--- src/rtl/mem_port_arbiter_pkg.sv ---
// mem_port_arbiter_pkg
//   Shared definitions for the data-memory port arbiter: memory access size
//   encodings, arbiter FSM state encodings, default bus timeout and the
//   alignment helper used at accept time.
package mem_port_arbiter_pkg;

  localparam int CPU_WIDTH      = 32;
  localparam int MEM_SIZE_WIDTH = 3;

  localparam logic [MEM_SIZE_WIDTH-1:0] MEM_BYTE   = 3'd0;
  localparam logic [MEM_SIZE_WIDTH-1:0] MEM_HALF   = 3'd1;
  localparam logic [MEM_SIZE_WIDTH-1:0] MEM_WORD   = 3'd2;
  localparam logic [MEM_SIZE_WIDTH-1:0] MEM_BYTE_U = 3'd3;
  localparam logic [MEM_SIZE_WIDTH-1:0] MEM_HALF_U = 3'd4;

  localparam int ARB_STATE_WIDTH     = 3;
  localparam int ARB_TIMEOUT_DEFAULT = 255;

  typedef enum logic [ARB_STATE_WIDTH-1:0] {
    ARB_IDLE   = 3'd0,
    ARB_BUSY_I = 3'd1,
    ARB_BUSY_D = 3'd2,
    ARB_ERR_I  = 3'd3,
    ARB_ERR_D  = 3'd4
  } arb_state_e;

  // True when an access of the given size cannot be issued at this byte offset.
  function automatic logic misaligned(input logic [MEM_SIZE_WIDTH-1:0] size,
                                      input logic [1:0]                lo);
    logic r;
    r = 1'b0;
    case (size)
      MEM_HALF, MEM_HALF_U: r = lo[0];
      MEM_WORD:             r = (lo != 2'b00);
      default:              r = 1'b0;
    endcase
    return r;
  endfunction

endpackage

--- src/rtl/mem_port_arbiter_timeout.sv ---
// mem_arb_timeout
//   Saturating bus-wait counter. Cleared when a request is accepted, counts
//   each cycle the arbiter waits on the memory without completion.
//   expired_o flags the cycle whose increment reaches LIMIT, so the owner can
//   abandon the access in that same cycle (LIMIT waiting cycles in total).
// Ports:
//   clk, rst   clock / synchronous active-high reset
//   clr_i      clear count (request accepted)
//   en_i       count this cycle (busy, no mem_ready)
//   expired_o  this cycle is the LIMIT-th waiting cycle
module mem_arb_timeout
  import mem_port_arbiter_pkg::*;
#(
  parameter int LIMIT = ARB_TIMEOUT_DEFAULT
) (
  input  logic clk,
  input  logic rst,
  input  logic clr_i,
  input  logic en_i,
  output logic expired_o
);

  localparam int CW = $clog2(LIMIT + 1);

  logic [CW-1:0] cnt_q, cnt_d;

  always_comb begin
    cnt_d = cnt_q;
    if (clr_i)                               cnt_d = '0;
    else if (en_i && (cnt_q != CW'(LIMIT)))  cnt_d = cnt_q + 1'b1;
  end

  always_ff @(posedge clk) begin
    if (rst) cnt_q <= '0;
    else     cnt_q <= cnt_d;
  end

  assign expired_o = en_i && (cnt_q >= CW'(LIMIT - 1));

endmodule

--- src/rtl/mem_port_arbiter.sv ---
// mem_port_arbiter
//   Shares the single data-memory port between instruction fetch (IF) and the
//   load/store unit (LSU). Requests are accepted only in IDLE, registered and
//   held on the bus until mem_ready; the owner gets a one-cycle registered
//   response pulse. Misaligned requests never reach the bus and return an
//   error; a bus that stays silent for TIMEOUT_CYCLES also returns an error.
// Ports:
//   clk, rst                        clock / synchronous active-high reset
//   if_req_* / if_addr              fetch request (always a word read)
//   if_resp_valid/if_rdata/if_err   fetch response pulse
//   d_req_* / d_addr/d_wdata/d_we/d_size   LSU request (d_we active-low)
//   d_resp_valid/d_rdata/d_err      LSU response pulse
//   mem_*                           memory bus (mem_we active-low)
module mem_port_arbiter
  import mem_port_arbiter_pkg::*;
#(
  parameter int ADDR_WIDTH     = 32,
  parameter int DATA_WIDTH     = CPU_WIDTH,
  parameter int TIMEOUT_CYCLES = ARB_TIMEOUT_DEFAULT
) (
  input  logic                      clk,
  input  logic                      rst,
  input  logic                      if_req_valid,
  output logic                      if_req_ready,
  input  logic [ADDR_WIDTH-1:0]     if_addr,
  output logic                      if_resp_valid,
  output logic [DATA_WIDTH-1:0]     if_rdata,
  output logic                      if_err,
  input  logic                      d_req_valid,
  output logic                      d_req_ready,
  input  logic [ADDR_WIDTH-1:0]     d_addr,
  input  logic [DATA_WIDTH-1:0]     d_wdata,
  input  logic                      d_we,
  input  logic [MEM_SIZE_WIDTH-1:0] d_size,
  output logic                      d_resp_valid,
  output logic [DATA_WIDTH-1:0]     d_rdata,
  output logic                      d_err,
  output logic                      mem_valid,
  output logic                      mem_we,
  output logic [ADDR_WIDTH-1:0]     mem_addr,
  output logic [DATA_WIDTH-1:0]     mem_wdata,
  output logic [MEM_SIZE_WIDTH-1:0] mem_size,
  input  logic                      mem_ready,
  input  logic [DATA_WIDTH-1:0]     mem_rdata
);

  arb_state_e                state_q;
  logic                      last_d_q;
  logic                      mem_valid_q, mem_we_q;
  logic [ADDR_WIDTH-1:0]     mem_addr_q;
  logic [DATA_WIDTH-1:0]     mem_wdata_q;
  logic [MEM_SIZE_WIDTH-1:0] mem_size_q;
  logic                      if_resp_valid_q, if_err_q;
  logic [DATA_WIDTH-1:0]     if_rdata_q;
  logic                      d_resp_valid_q, d_err_q;
  logic [DATA_WIDTH-1:0]     d_rdata_q;

  logic idle, busy, if_acc, d_acc, d_mis, if_mis, tmo_expired;

  assign idle = (state_q == ARB_IDLE);
  assign busy = (state_q == ARB_BUSY_I) || (state_q == ARB_BUSY_D);

  // LSU wins a tie unless it won the previous grant: dual streams alternate.
  assign if_req_ready = idle && (!d_req_valid || last_d_q);
  assign d_req_ready  = idle && (!if_req_valid || !last_d_q);

  assign if_acc = if_req_valid && if_req_ready;
  assign d_acc  = d_req_valid && d_req_ready;
  assign d_mis  = misaligned(d_size, d_addr[1:0]);
  assign if_mis = (if_addr[1:0] != 2'b00);

  mem_arb_timeout #(.LIMIT(TIMEOUT_CYCLES)) u_tmo (
    .clk       (clk),
    .rst       (rst),
    .clr_i     (if_acc || d_acc),
    .en_i      (busy && !mem_ready),
    .expired_o (tmo_expired)
  );

  always_ff @(posedge clk) begin
    if (rst) begin
      state_q         <= ARB_IDLE;
      last_d_q        <= 1'b0;
      mem_valid_q     <= 1'b0;
      mem_we_q        <= 1'b1;
      mem_addr_q      <= '0;
      mem_wdata_q     <= '0;
      mem_size_q      <= MEM_WORD;
      if_resp_valid_q <= 1'b0;
      if_err_q        <= 1'b0;
      if_rdata_q      <= '0;
      d_resp_valid_q  <= 1'b0;
      d_err_q         <= 1'b0;
      d_rdata_q       <= '0;
    end else begin
      // Responses are single-cycle pulses; rdata/err read as zero between them.
      if_resp_valid_q <= 1'b0;
      if_err_q        <= 1'b0;
      if_rdata_q      <= '0;
      d_resp_valid_q  <= 1'b0;
      d_err_q         <= 1'b0;
      d_rdata_q       <= '0;
      case (state_q)
        ARB_IDLE: begin
          if (d_acc) begin
            last_d_q    <= 1'b1;
            mem_addr_q  <= d_addr;
            mem_wdata_q <= d_wdata;
            mem_size_q  <= d_size;
            if (d_mis) begin
              state_q <= ARB_ERR_D;
            end else begin
              state_q     <= ARB_BUSY_D;
              mem_valid_q <= 1'b1;
              mem_we_q    <= d_we;
            end
          end else if (if_acc) begin
            last_d_q   <= 1'b0;
            mem_addr_q <= if_addr;
            mem_size_q <= MEM_WORD;
            if (if_mis) begin
              state_q <= ARB_ERR_I;
            end else begin
              state_q     <= ARB_BUSY_I;
              mem_valid_q <= 1'b1;
              mem_we_q    <= 1'b1;
            end
          end
        end
        ARB_BUSY_I, ARB_BUSY_D: begin
          // mem_ready in the expiry cycle still counts as a normal completion.
          if (mem_ready || tmo_expired) begin
            state_q     <= ARB_IDLE;
            mem_valid_q <= 1'b0;
            mem_we_q    <= 1'b1;
            if (state_q == ARB_BUSY_I) begin
              if_resp_valid_q <= 1'b1;
              if_err_q        <= !mem_ready;
              if_rdata_q      <= mem_ready ? mem_rdata : '0;
            end else begin
              d_resp_valid_q <= 1'b1;
              d_err_q        <= !mem_ready;
              // Stores return zero data.
              d_rdata_q      <= (mem_ready && mem_we_q) ? mem_rdata : '0;
            end
          end
        end
        ARB_ERR_I: begin
          state_q         <= ARB_IDLE;
          if_resp_valid_q <= 1'b1;
          if_err_q        <= 1'b1;
        end
        ARB_ERR_D: begin
          state_q        <= ARB_IDLE;
          d_resp_valid_q <= 1'b1;
          d_err_q        <= 1'b1;
        end
        default: state_q <= ARB_IDLE;
      endcase
    end
  end

  assign mem_valid     = mem_valid_q;
  assign mem_we        = mem_we_q;
  assign mem_addr      = mem_addr_q;
  assign mem_wdata     = mem_wdata_q;
  assign mem_size      = mem_size_q;
  assign if_resp_valid = if_resp_valid_q;
  assign if_err        = if_err_q;
  assign if_rdata      = if_rdata_q;
  assign d_resp_valid  = d_resp_valid_q;
  assign d_err         = d_err_q;
  assign d_rdata       = d_rdata_q;

endmodule

--- config.mk ---
export PLATFORM = sky130hd
export DESIGN_NAME = mem_port_arbiter
export DESIGN_NICKNAME = d
export VERILOG_FILES = /design/src/rtl/mem_port_arbiter_pkg.sv /design/src/rtl/mem_port_arbiter_timeout.sv /design/src/rtl/mem_port_arbiter.sv
export SDC_FILE = /design/constraint.sdc
export NUM_CORES = 1
export LEC_CHECK = 0
export ABC_AREA = 1
export BUFFER_PORTS_ARGS = -buffer_cell sky130_fd_sc_hd__buf_2
export CAP_MARGIN = 10
export CORE_UTILIZATION = 40
export CTS_CLUSTER_DIAMETER = 50
export DETAILED_ROUTE_END_ITERATION = 8
export HOLD_SLACK_MARGIN = 0.03
export PLACE_DENSITY = 0.86
export SLEW_MARGIN = 15
export SYNTH_ARGS = -nofsm -noshare
export SYNTH_HDL_FRONTEND = slang
export SYNTH_SLANG_ARGS = --single-unit
--- constraint.sdc ---
create_clock -name clk -period 1.3 [get_ports clk]
set_input_delay 0.39 -clock clk [delete_from_list [all_inputs] [get_ports clk]]
set_output_delay 0.39 -clock clk [all_outputs]
set_load 0.03 [all_outputs]
* Word-level counts from Yosys, hierarchy flattened *
Index checks and enable logic that the tools add are counted.

word-level totals
  bits in latches = 0
  RAM bits = 0
  bits of input ports = 137
  memories kept = 0
  memory bits (read-only) = 0
  register bits after elaboration = 149

operators by class
  multiply operators = 0
  muxes and demuxes = 35
  div/mod/pow operators = 0
  reduce and logical (&&, ||, !) cells = 31
  $lt $le $gt $ge = 1
  bitwise operators = 5
  equal/unequal tests = 12
  add/sub/neg operators = 1
  shift operators = 0

operators with widths
  operator               number
  $mux W32               2
  $mux W1                18
  $mux W3                6
  $pmux W1 S2            7
  $reduce_or A5 Y1       2
  $eq A3 B2 Y1 const B   3
  $add A8 B1 Y8 const B  1
  $ge A8 B8 Y1 const B   1
  $logic_and A1 B1 Y1    8
  $ne A8 B8 Y1 const B   1
  $reduce_bool A2 Y1     4
  $eq A3 B1 Y1 const B   2
  $eq A3 B3 Y1 const B   2
  $ne A3 B3 Y1 const B   2
  $pmux W3 S2            1
  $reduce_and A2 Y1      3
  $reduce_or A2 Y1       3
  $logic_or A1 B1 Y1     5
  $not A1 Y1             5
  $reduce_and A5 Y1      1
  $logic_not A1 Y1       4
  $logic_not A3 Y1       1
  $ne A3 B1 Y1 const B   1
  $mux W2                1
  $ne A2 B2 Y1 const B   1

* Logic depth before layout (Yosys ltp) *
  depth in word-level cells = 7
  gate-level depth with buffers = 11
  gate-level depth less buffers = 11

* Cells and area by module *
Synthesis repeated with hierarchy kept, for this count alone.

second synthesis, totals
  cell total of the unflattened synthesis = 685
  area, all modules = 5380.2 um^2

by module, submodules not included
  module            cells each  area an instance (um^2)  times used  sequential area each (um^2)
  mem_port_arbiter  615         4921.0                   1           2822.7
  mem_arb_timeout   70          459.2                    1           160.2

* Least setup slack after synthesis *
No wires, ideal clock.

  path type = register -> output
  from = register state_q[0]
  to = output port if_req_ready
  path slack = -0.241 ns
  stages on the path, launching flop included = 4
  data required time = 0.910 ns
  data arrival time = 1.151 ns
  buffers on the path = 0
  cell sequence = dfxtp_1 -> nor2_4 -> nand2_1 -> a21oi_1

between the ends
  word-level cells in the longest chain between the ends = 2

RTL lines
  item                    line                     RTL
  from (decl)             mem_port_arbiter.sv:47   arb_state_e state_q;
  from (signal assigned)  mem_port_arbiter.sv:82   state_q <= ARB_IDLE;
  from (signal assigned)  mem_port_arbiter.sv:111  state_q <= ARB_ERR_D;
  from (signal assigned)  mem_port_arbiter.sv:113  state_q <= ARB_BUSY_D;
  $logic_not A3 Y1        mem_port_arbiter.sv:60   assign idle = (state_q == ARB_IDLE);
  $logic_and A1 B1 Y1     mem_port_arbiter.sv:64   assign if_req_ready = idle && (!d_req_valid || last_d_q);
  to (decl)               mem_port_arbiter.sv:24   output logic if_req_ready,

No other way between the ends.

* Final worst setup path *
  from = register last_d_q
  to = output port if_req_ready

between the ends
  word-level cells in the longest chain between the ends = 2

RTL lines
  item                    line                     RTL
  from (decl)             mem_port_arbiter.sv:48   logic last_d_q;
  from (signal assigned)  mem_port_arbiter.sv:83   last_d_q <= 1'b0;
  from (signal assigned)  mem_port_arbiter.sv:106  last_d_q <= 1'b1;
  from (signal assigned)  mem_port_arbiter.sv:118  last_d_q <= 1'b0;
  $logic_or A1 B1 Y1      mem_port_arbiter.sv:64
  $logic_and A1 B1 Y1     mem_port_arbiter.sv:64

No other way between the ends.

==> flow_metrics.env <==
export IMPL_run_status="complete, but fails checks"
export IMPL_violations="negative setup slack"
export IMPL_vdd_drop_max_mv=1.91
export IMPL_finalClockSkew_ps=15.8
export IMPL_grt_pass1_wl_um=28900
export IMPL_routabilityCongestion=0.836
export IMPL_cp_num_buf_inv=3
export IMPL_antenna_found_initial=3
export IMPL_worst_slack_ps=-485
export IMPL_postRouteAntennaNets=0
export IMPL_synth_area_leader_cell="dfxtp_1"
export IMPL_start_kind="flip-flop"
export IMPL_wire_per_inst_um=23.9
export IMPL_root_buffer="clkbuf_16"
export IMPL_cp_top_family="flip-flops"
export IMPL_fin_nets=1165
export IMPL_overflow=0
export IMPL_crit_path_top_delay_cell="dfxtp_2"
export IMPL_area_growth_synth_to_final_pct=113
export IMPL_preCtsSetupSlack_ps=-227
export IMPL_end_kind="output port"
export IMPL_die_h_um=116
export IMPL_drt_iter0_markers=693
export IMPL_finalSetupViolations=196
export IMPL_htreeDepth=4
export IMPL_die_w_um=116
export IMPL_path_cells="inv_1, buf_4, a21oi_4, buf_6"
export IMPL_drv_cap=0
export IMPL_post_dp_hpwl_um=10400
export IMPL_yosys_warnings=0
export IMPL_synth_area_sq_mm=0.00518
export IMPL_yosys_top_cells_area="dfxtp_1, nand2_1, nor2_1"
export IMPL_grtUsageTotal_pct=28.3
export IMPL_postSynthCellCount=637
export IMPL_grt_pass1_vias=5817
export IMPL_max_stage_delay_ps=420
export IMPL_drv_slew=0
export IMPL_fin_crit_sh_pct=137
export IMPL_slew_limit_headroom_pct=68.6
export IMPL_hold_buffers=0
export IMPL_drc=0
export IMPL_syn_num_nets=776
export IMPL_powerDensity_mw_per_mm2=2200
export IMPL_first_pass_iters=7
export IMPL_ys_seq_elements=149
export IMPL_drive_gt1_share_pct=75.6
export IMPL_crit_fanout=3
export IMPL_avgSynthCellArea_sq_um=8.13
export IMPL_vias=6974
export IMPL_power_leakage_nw=5.04
export IMPL_initial_core_util_pct=41.1
export IMPL_synth_top_cell_area_share_pct=57.6
export IMPL_fin_crit_ps=1790
export IMPL_cts_tree="yes"
export IMPL_path_clk_slew_ps=70
export IMPL_io_pins=276
export IMPL_max_freq_mhz=560
export IMPL_core_rowCount=41
export IMPL_viasPerCell=5.74
export IMPL_cp_arrival_ps=1400
export IMPL_cts_buffers_inserted=17
export IMPL_cts_buffer_depth=2
export IMPL_worst_pin_slew_ps=470
export IMPL_port_buffers=275
export IMPL_hp_class="primary input to flip-flop"
export IMPL_critPathKind="flip-flop to output port"
export IMPL_yosysSeqAreaShare_pct=57.6
export IMPL_routed_wl_um=29100
export IMPL_clock_sinks=149
export IMPL_hold_violations=0
export IMPL_grt_max_degree=35
export IMPL_clk_latency_ps=440
export IMPL_required_ps=910
export IMPL_synth_distinct_cells=33
export IMPL_rsz0062_at_grt="yes"
export IMPL_power_w=0.0243
export IMPL_dieArea_sq_mm=0.0134
export IMPL_fp_coreArea_sq_mm=0.0126
## report_power, final
part	leakage (nW)	total (W)	switching, W	internal, W
Combinational	3.50	0.0130	0.00706	0.00595
Sequential	1.27	0.00638	0.000786	0.00560
Clock	0.271	0.00486	0.00219	0.00267
Total	5.04	0.0243	0.0100	0.0142
## per-layer routing
| layer | up-vias | global-route usage (%) | share of wire, % |
|---|---|---|---|
| met5 | - | 0 | 0 |
| met4 | 0 | 14.7 | 9.7 |
| met3 | 250 | 8.42 | 8.8 |
| met2 | 642 | 50.4 | 49 |
| met1 | 3241 | 30.1 | 32 |
| li1 | 2841 | - | - |
## registers in the layout, indices dropped and copies added, names as in the netlist, 3 cells and up
register / count
mem_size: 3
mem_wdata: 32
state_q: 3
mem_addr: 32
d_rdata: 32
u_tmo.cnt_q: 8
if_rdata: 32
## cells by family after synthesis
kind of cell | Yosys count | synth area share [%]
buffers and inverters | 88 | 7.27
AND/OR/NAND/NOR | 273 | 21.4
AO/OA/AOI/OAI | 123 | 12.9
XOR/XNOR | 2 | 0.338
adder cells (fa/ha/maj) | 2 | 0.483
flip-flops | 149 | 57.6
## metrics by stage
stage / util [%] / TNS (ps) / area [sq um] / std cells / hold slack, ps
6_report: 87.3 / -33700 / 11000 / 1214 / 204
5_1_grt: 87.3 / -42230 / 11000 / 1214 / 190
4_1_cts: 72.2 / -28700 / 9120 / 1153 / 184
3_5_place_dp: 56.2 / -10490 / 7100 / 1093 / 453
3_3_place_gp: 56.2 / -6460 / 7100 / 1093 / 447
2_1_floorplan: - / -2880 / 5250 / 637 / 460
## worst register-to-register path, cell delays in order, from the launching register on
cell and delay (ps):
dfxtp_4 360, nor2_4 150, buf_6 150, nand4_4 150, buf_12 220, nand2_8 110, clkbuf_16 180, o21ai_2 70
a31oi_1 260
## Yosys cell counts, drive strengths merged
master	count
nor3b	1
nor2	80
nand4	6
clkbuf	15
nand3	7
o21ai	36
buf	21
nand2	171
xnor2	2
o211ai	1
ha	2
a31oi	33
o22ai	1
or2	2
a211oi	2
inv	52
nor3	4
nand3b	1
and3	1
a21oi	50
dfxtp	149
## layout by cell type (no fill, tap or decap), drive strengths merged
cell type | synthesis | layout
ha | 2 | 2
clkinv | 0 | 8
nor3 | 4 | 4
clkbuf | 15 | 28
diode | 0 | 3
o211ai | 1 | 1
nand3b | 1 | 1
bufinv | 0 | 1
nand4 | 6 | 6
buf | 21 | 393
and3 | 1 | 1
dfxtp | 149 | 149
nand2 | 171 | 172
a211oi | 2 | 2
a31oi | 33 | 33
a21oi | 50 | 50
clkinvlp | 0 | 4
nand3 | 7 | 7
xnor2 | 2 | 2
nor3b | 1 | 1
o21ai | 36 | 36
inv | 52 | 55
or2 | 2 | 2
nor2 | 80 | 80
o22ai | 1 | 1
## repair_timing
item / CTS / global route
pin swaps: 20 / 60
resized for setup: 380 / 397
gates cloned: 8 / 16
buffers inserted: 20 / 50
setup endpoints to repair: 246 / 276
## path summary, 6_finish.rpt
check	from	slack, ps	end	depth (start not counted)
worst max register to register	state_q[1]	-460	mem_addr[30]	8
worst min-delay path	d_wdata[19]	200	mem_wdata[19]	3
worst min register to register	mem_wdata[27]	470	mem_wdata[27]	2
worst max-delay path	last_d_q	-490	if_req_ready	4
## final cells by class
cell class / instances / area (sq um)
Antenna cell: 3 / 7.51
Clock buffer: 17 / 425
Clock inverter: 15 / 145
Fill cell: 485 / 1600
Inverter: 52 / 250
Multi-Input combinational cell: 401 / 2970
Sequential cell: 149 / 3150
Tap cell: 172 / 215
Timing Repair Buffer: 404 / 3840
Timing Repair inverter: 1 / 20.0
(Power assumes the default switching activity.)
